[src/rtl/noc_packet_injector.sv]
// Buffered, rate-paced packet source feeding one router's in_free input.
// Define NOC_PKT_GEN_EN to build the LFSR traffic generator driven by gen_on.
module noc_packet_injector #(
  parameter int NODES   = 36,
  parameter int ADDR_W  = 6,
  parameter int PAY_W   = 6,
  parameter int DEPTH   = 4,
  parameter int INJ_GAP = 2
) (
  input  logic                      clk,
  input  logic                      rst_n,
  input  logic [ADDR_W-1:0]         node_addr,
  input  logic                      in_valid,
  output logic                      in_ready,
  input  logic [ADDR_W-1:0]         in_dest,
  input  logic [PAY_W-1:0]          in_payload,
  input  logic                      out_stall,
  output logic [ADDR_W+PAY_W:0]     out_pkt,
  output logic [$clog2(DEPTH):0]    fifo_count,
  output logic [7:0]                drop_cnt,
  input  logic                      gen_on
);

  localparam int EW = ADDR_W + PAY_W;
  localparam int PW = $clog2(DEPTH);
  localparam int CW = PW + 1;
  localparam int GW = (INJ_GAP > 0) ? $clog2(INJ_GAP + 1) : 1;
  localparam logic [CW-1:0]     DEPTH_C = CW'(DEPTH);
  localparam logic [ADDR_W:0]   NODES_C = (ADDR_W + 1)'(NODES);
  localparam logic [GW-1:0]     GAP_C   = GW'(INJ_GAP);

  typedef enum logic [1:0] {IDLE, SEND, GAP} state_t;

  state_t          state_q, state_d;
  logic [GW-1:0]   gap_q, gap_d;
  logic [EW:0]     pkt_q, pkt_d;
  logic [CW-1:0]   count_q, count_d;
  logic [7:0]      drop_q, drop_d;
  logic [PW-1:0]   wr_ptr_q, rd_ptr_q;
  logic [EW-1:0]   mem_q [DEPTH];

  logic [ADDR_W-1:0] push_dest;
  logic [PAY_W-1:0]  push_pay;
  logic              push_req;
  logic              reject;
  logic              wr_en;
  logic              pop;
  logic              can_pop;

  assign in_ready = rst_n && (count_q < DEPTH_C);

`ifdef NOC_PKT_GEN_EN
  logic [15:0] lfsr_q;

  always_ff @(posedge clk) begin
    if (!rst_n) lfsr_q <= 16'hACE1;
    else        lfsr_q <= {lfsr_q[14:0], lfsr_q[15] ^ lfsr_q[13] ^ lfsr_q[12] ^ lfsr_q[10]};
  end

  always_comb begin
    push_dest = in_dest;
    push_pay  = in_payload;
    push_req  = in_valid;
    if (!in_valid && gen_on) begin
      push_dest = lfsr_q[ADDR_W-1:0];
      push_pay  = lfsr_q[EW-1:ADDR_W];
      push_req  = 1'b1;
    end
  end
`else
  logic unused_gen_on;
  assign unused_gen_on = gen_on;

  always_comb begin
    push_dest = in_dest;
    push_pay  = in_payload;
    push_req  = in_valid;
  end
`endif

  assign reject = (push_dest == node_addr) || ({1'b0, push_dest} >= NODES_C);
  assign wr_en  = push_req && in_ready && !reject;

  // Only host pushes count as drops; a rejected generator candidate is just skipped.
  always_comb begin
    drop_d = drop_q;
    if (in_valid && in_ready && reject && (drop_q != 8'hFF))
      drop_d = drop_q + 8'd1;
  end

  assign can_pop = (count_q != '0) && !out_stall;

  // The final GAP cycle (and SEND when INJ_GAP is 0) also makes the IDLE pop
  // decision, so the issue period is exactly 1+INJ_GAP cycles.
  always_comb begin
    state_d = state_q;
    gap_d   = gap_q;
    pkt_d   = pkt_q;
    pop     = 1'b0;
    case (state_q)
      IDLE: begin
        if (can_pop) begin
          pop     = 1'b1;
          pkt_d   = {1'b1, mem_q[rd_ptr_q]};
          state_d = SEND;
        end
      end
      SEND: begin
        pkt_d = '0;
        if (INJ_GAP == 0) begin
          if (can_pop) begin
            pop     = 1'b1;
            pkt_d   = {1'b1, mem_q[rd_ptr_q]};
            state_d = SEND;
          end else begin
            state_d = IDLE;
          end
        end else begin
          gap_d   = GAP_C;
          state_d = GAP;
        end
      end
      GAP: begin
        if (gap_q <= GW'(1)) begin
          gap_d = '0;
          if (can_pop) begin
            pop     = 1'b1;
            pkt_d   = {1'b1, mem_q[rd_ptr_q]};
            state_d = SEND;
          end else begin
            state_d = IDLE;
          end
        end else begin
          gap_d = gap_q - GW'(1);
        end
      end
      default: begin
        pkt_d   = '0;
        state_d = IDLE;
      end
    endcase
  end

  always_comb begin
    count_d = count_q;
    if (wr_en && !pop)      count_d = count_q + CW'(1);
    else if (!wr_en && pop) count_d = count_q - CW'(1);
  end

  always_ff @(posedge clk) begin
    if (!rst_n) begin
      state_q  <= IDLE;
      gap_q    <= '0;
      pkt_q    <= '0;
      count_q  <= '0;
      drop_q   <= '0;
      wr_ptr_q <= '0;
      rd_ptr_q <= '0;
    end else begin
      state_q <= state_d;
      gap_q   <= gap_d;
      pkt_q   <= pkt_d;
      count_q <= count_d;
      drop_q  <= drop_d;
      if (wr_en) wr_ptr_q <= wr_ptr_q + PW'(1);
      if (pop)   rd_ptr_q <= rd_ptr_q + PW'(1);
    end
  end

  always_ff @(posedge clk) begin
    if (wr_en) mem_q[wr_ptr_q] <= {push_dest, push_pay};
  end

  assign out_pkt    = pkt_q;
  assign fifo_count = count_q;
  assign drop_cnt   = drop_q;

endmodule
[config.mk]
export PLATFORM = sky130hd
export DESIGN_NAME = noc_packet_injector
export DESIGN_NICKNAME = d
export VERILOG_FILES = /design/src/rtl/noc_packet_injector.sv
export SDC_FILE = /design/constraint.sdc
export NUM_CORES = 1
export LEC_CHECK = 0
export BUFFER_PORTS_ARGS = -buffer_cell sky130_fd_sc_hd__buf_2
export CAP_MARGIN = 5
export CORE_ASPECT_RATIO = 1.5
export CORE_MARGIN = 2
export CORE_UTILIZATION = 40
export CTS_CLUSTER_DIAMETER = 40
export DETAILED_ROUTE_END_ITERATION = 6
export GPL_TIMING_DRIVEN = 1
export PLACE_DENSITY = 0.66
export SYNTH_ARGS = -nofsm -noshare
export SYNTH_HDL_FRONTEND = slang
export SYNTH_SLANG_ARGS = --single-unit
[constraint.sdc]
create_clock -name clk -period 4.7 [get_ports clk]
set_clock_uncertainty 0.05 [all_clocks]
set_input_delay 0.94 -clock clk [delete_from_list [all_inputs] [get_ports clk]]
set_output_delay 0.94 -clock clk [all_outputs]
set_load 0.03 [all_outputs]
# Yosys cells after proc, flatten, opt, wreduce, memory -nomap -nowiden
# Memory sizes are Yosys's and may differ from the RTL's. A register that Yosys moved wholly into a read port is not among the register bits.
# Cells that the tools add are included.
[totals] reg_bits=32 latch_bits=0 ram_bits=48 mem_bits_ro=0 in_bits=23 output_inout_bits=25 elab_cells=59 mem_count=1
[op_classes] n_addsub=6 n_mul=0 n_div=0 order_cmp=3 eq_ne=6 shifts=0 n_mux=18 bitwise_logic=0 reduce_logical=18
[mem_list] memory="mem_q" depth=4 width=12 read_ports=1 rd_clocked_by_memory_dff=1 wr=1 line="40" text="logic [EW-1:0] mem_q [DEPTH];"
[ops] operator="$mux 13" n=2
[ops] operator="$pmux 13 s2" n=1
[ops] operator="$mux 2" n=5
[ops] operator="$add 8x1->8 const B" n=1
[ops] operator="$logic_and 1x1->1" n=8
[ops] operator="$ne 8x8->1 const B" n=1
[ops] operator="$eq 6x6->1" n=1
[ops] operator="$ge 6x6->1 const B" n=1
[ops] operator="$mux 3" n=2
[ops] operator="$pmux 2 s3" n=1
[ops] operator="$mux 1" n=5
[ops] operator="$add 2x1->2 const B" n=2
[ops] operator="$logic_not 1->1" n=4
[ops] operator="$ne 2x2->1 const B" n=2
[ops] operator="$pmux 2 s2" n=1
[ops] operator="$reduce_bool 2->1" n=2
[ops] operator="$add 3x1->3 const B" n=1
[ops] operator="$lt 3x3->1 const B" n=1
[ops] operator="$reduce_bool 3->1" n=1
[ops] operator="$sub 3x1->3 const B" n=1
[ops] operator="$eq 2x1->1 const B" n=1
[ops] operator="$eq 2x2->1 const B" n=1
[ops] operator="$le 2x1->1 const B" n=1
[ops] operator="$logic_not 2->1" n=1
[ops] operator="other kinds (4)" n=4

# Longest topological paths before layout
[logic_depth] ltp_word=8 depth_mapped=10

# Worst setup path before layout
# OpenSTA, ideal clock, no wires.
[synth_path] kind="in2reg" start="input in_dest[2]" end="register count_q[2] (netlist: fifo_count[2])" setup_ns=0.070 arrival_time_ns=2.747 required_ns=4.580 setup_slack_ns=1.833 path_stages=9 path_buffers=0 cell_sequence="o31ai_1 > nand2_1 > a21oi_2 > ha_1 > inv_1 > fa_1 > xor2_1 > or3_1 > a21oi_1"
[synth_via] elab_chain_len=7 word_cells_on_any_way=10
[synth_rtl] element="from (decl)" line="15" text="input logic [ADDR_W-1:0] in_dest,"
[synth_rtl] element="$ge 6x6->1 or $eq 6x6->1 (tied branches)" line="81" text="assign reject = (push_dest == node_addr) || ({1'b0, push_dest} >= NODES_C);"
[synth_rtl] element="$logic_or 1x1->1 *" line="81"
[synth_rtl] element="$logic_not 1->1 *" line="82" text="assign wr_en = push_req && in_ready && !reject;"
[synth_rtl] element="$logic_and 1x1->1 *" line="82"
[synth_rtl] element="net wr_en" line="46" text="logic wr_en;"
[synth_rtl] element="$logic_not 1->1" line="147" text="else if (!wr_en && pop) count_d = count_q - CW'(1);"
[synth_rtl] element="$logic_and 1x1->1" line="147"
[synth_rtl] element="$reduce_bool 2->1 (no source line)"
[synth_rtl] element="to (signal assigned)" line="163" text="count_q <= count_d;"
[synth_rtl] element="to (decl)" line="37" text="logic [CW-1:0] count_q, count_d;"
# Mark *: on every way through the listed nets, which the timed path passes. The rest lies on a longest branch.
# A chain may end at the register's enable or synchronous reset.

# Worst setup path after layout
# Ends and elaborated chain as after synthesis.

==> results <==
- The initial core utilization is 41.46%.
- The total clock sinks is 82.
- The first-pass iteration count of the detailed router is 4.
- The number of resized instances in the post-cts repair step is 0.
- For this run, the post-layout net count is 330.
- For the pin with the worst max-slew slack, the measured transition is 0.8847 ns.
- The number of instances in the placed design is roughly 400.
- For this run, the leading register cell type out of synthesis is edfxtp_1.
- In the post-synthesis netlist, the biggest area contributors are edfxtp_1 43%, dfxtp_1 20%, mux4_2 8.1%, ha_1 3.7%, a22oi_1 2.9%.
- The warning count from the yosys run is 0.
- After detailed routing, the number of vias per cell comes to slightly above 5.
- The worst-skew pair later-pin latency is 0.33 ns.
- Measured along the y axis, the die boundary spans 115.9 um.
- STA classifies the critical path endpoint as a flip-flop.
- The chip width is slightly below 80 um.
- After synthesis, the mean cell area works out to ~14 um^2.
- The via count of the routed design is 2063.
- The total of endpoints with negative setup slack in the final report is 0.
- The site row count is 40.
- The detail route stage leaves a number of antenna-violating nets equal to 0.
- The final critical-path share of the clock period is 61.61%.
- The share of the yosys chip area belonging to registers is between 60 and 70%.
- The worst setup path is launched from a primary input.
- From synthesis to final layout, the design area changed by 18.20%.
- The number of different library cells in the post-synthesis netlist is 38.
- The leftover overflow at the end of global routing is 0.
- The number of enable-type register cells in the synthesized netlist is 48.
- The detailed router finished its first iteration with 103 violations.
- The congestion estimate from routability-driven global placement came to 0.7767.
- The clock-pin transition on the worst setup and hold timing paths is approximately 0.06 ns.
- The tightest slew margin relative to the limit is roughly 41%.
- The H-tree was split into 3 levels.
- The I/O pin total is 48.
- The biggest area consumer among synthesized cells is edfxtp_1.
- Counting every instance in the synthesized netlist gives 245.
- The count of buffers added on input and output ports is 46.
- The flip-flop and latch count after synthesis is 82.
- The mapped netlist covers 3341 um^2.
- The highest net fanout along the worst path is 7.
- The top cell types in the final layout, fill and taps aside, are 48 x edfxtp_1, 46 x buf_2, 34 x dfxtp_1.
- In the synthesized netlist the async set-or-reset flop fraction comes to 0%.
- The maximum operating frequency is 345.4 MHz.
- The path category of the worst min-delay check is flip-flop to flip-flop.
- The number of global-route vias before repair is 2057.
- The post-route netlist has 25.91% of its cells at a drive strength greater than 1.
- STA puts the critical path data required time at 4.91 ns.
- After detailed routing, the average wire length per cell comes to 15.02 um.
- Summed over all layers, the routed wires come to 6098 um.
- For this design the static power due to leakage is 1.457 nW.
- The tree is rooted in a clkbuf_16.
- The antenna diode instance count is 0.
- The maximum number of pins on one net before global-route repair is 31.
- In this run the deepest clock path goes through 2 buffers.
- The CTS tree is done.
- The flow ran to the end, and the final reports show no timing, DRC or antenna violations.
- The maximum ir drop on the vdd rail is approximately 0.00023 V.
- Setup total negative slack on the finished layout was measured at 0 ns.
- The detailed placement HPWL is 4045 um.
- The final hold violation count is 0.
- Global routing used 14.55% of the available tracks.
- The final max-slew violation count is 0.
- The die covers a little over 9000 um^2.
- The buffers inserted during post-CTS setup optimization is 0.
- After detailed routing, the number of remaining DRC violations is 0.
- Leaving out fill and tap cells, the most frequent cell in the layout is edfxtp_1.
- Setup repair after global routing left no endpoint under its margin.
- Synthesis produced a netlist with a net count of 279.
- The number of max-cap violations is 0.
- The smallest clock period supported by the final layout is computed as 2.896 ns.
- In this run the biggest area consumer among cell types represents a little over two fifths of the synthesized area.
- The total power per unit cell area is ~540 nW/um^2.
- The finished layout holds 406 standard cells, fillers aside.
- The number of antenna violations at the first check in global routing is 0.
- The worst endpoint data arrival time is 3.11 ns.
- The total CTS buffers is 9.
- By startpoint and endpoint, the worst setup path is classified as primary input to flip-flop.
- The first global-routing pass estimated 9825 um of wire.
- In this run, post-CTS hold repair placed 0 buffers.
- The area of the core region is 8058 um^2.
-- registers in the layout, indices dropped and copies added (netlist names), named ones only --
register    cells
fifo_count      3
state_q         2
drop_cnt        8
rd_ptr_q        2
gap_q           2
wr_ptr_q        2
out_pkt        13
mem_q          48
-- path summary, 6_finish.rpt --
kind | slack (ns) | cells after the start | from | end
worst max register to register | 2.13 | 10 | state_q[0] | fifo_count[2]
worst min-delay path | 0.43 | 2 | gap_q[0] | gap_q[0]
worst max-delay path | 1.80 | 10 | in_dest[2] | fifo_count[2]
worst min register to register | 0.43 | 2 | gap_q[0] | gap_q[0]
-- metal layers --
layer  up-vias  wire [um]  GRT usage [%]  part of all wire, %
li1       1009          -              -                    -
met5         -          0              0                    0
met1       999       2422          16.60                   40
met3        11        289          4.361                  4.7
met4         0        127          7.719                  2.1
met2        44       3258          24.56                   53
-- cell usage after synthesis (5+ instances only) --
master and instances:
edfxtp_1 48, dfxtp_1 34, a21oi_1 9, o21ai_0 7, inv_1 11, nand2_1 15, mux2i_1 5, ha_1 10
a22oi_1 13, xor2_1 10, mux4_2 12, nor2_1 26
-- power breakdown --
| part | internal, W | switching [W] |
|---|---|---|
| logic | 0.000240 | 0.000343 |
| registers | 0.000842 | 0.0000904 |
| clock network | 0.000366 | 0.000265 |
| total | 0.00145 | 0.000698 |
-- final cells by class --
| type | count | area [um^2] |
|---|---|---|
| fillers | 681 | 4109 |
| flip-flops and latches | 82 | 2122 |
| multi-input cells | 143 | 1134 |
| repair buffers | 48 | 245.2 |
| clock buffers | 10 | 239.0 |
| well taps | 105 | 131.4 |
| inverters | 12 | 45.04 |
| clock inverters | 6 | 32.53 |
-- critical path: stages --
cell and delay (ns):
buf_2 0.14, o31ai_1 0.33, nand2_1 0.11, a21oi_2 0.29, ha_1 0.25, inv_1 0.06, fa_1 0.37, xor2_1 0.17
or3_1 0.31, a21oi_1 0.14
-- cells by family after synthesis --
| group | count (synthesis) | share of synthesized area [%] |
|---|---|---|
| flops | 82 | 63.52 |
| simple gates | 66 | 9.700 |
| compound gates | 38 | 7.416 |
| buf+inv | 20 | 2.546 |
| mux | 17 | 9.588 |
| xor+xnor | 11 | 2.884 |
| fa+ha+maj | 11 | 4.345 |
-- metrics by stage --
| step | cell area [um^2] | total power (W) | utilization, % | hold WS (ns) | worst slack, ns |
|---|---|---|---|---|---|
| after CTS | 3949 | 0.002176 | 49.01 | 0.4378 | 1.795 |
| after global placement | 3677 | 0.001532 | 45.64 | 0.4060 | 1.500 |
| final | 3949 | 0.002146 | 49.01 | 0.4349 | 1.804 |
| after floorplan | 3341 | 0.001369 | - | 0.3944 | 1.833 |
| after detailed placement | 3677 | 0.001543 | 45.64 | 0.4298 | 1.444 |
| after global routing | 3949 | 0.002266 | 49.01 | 0.4643 | 1.548 |
Power figures use the tool's default switching activity.
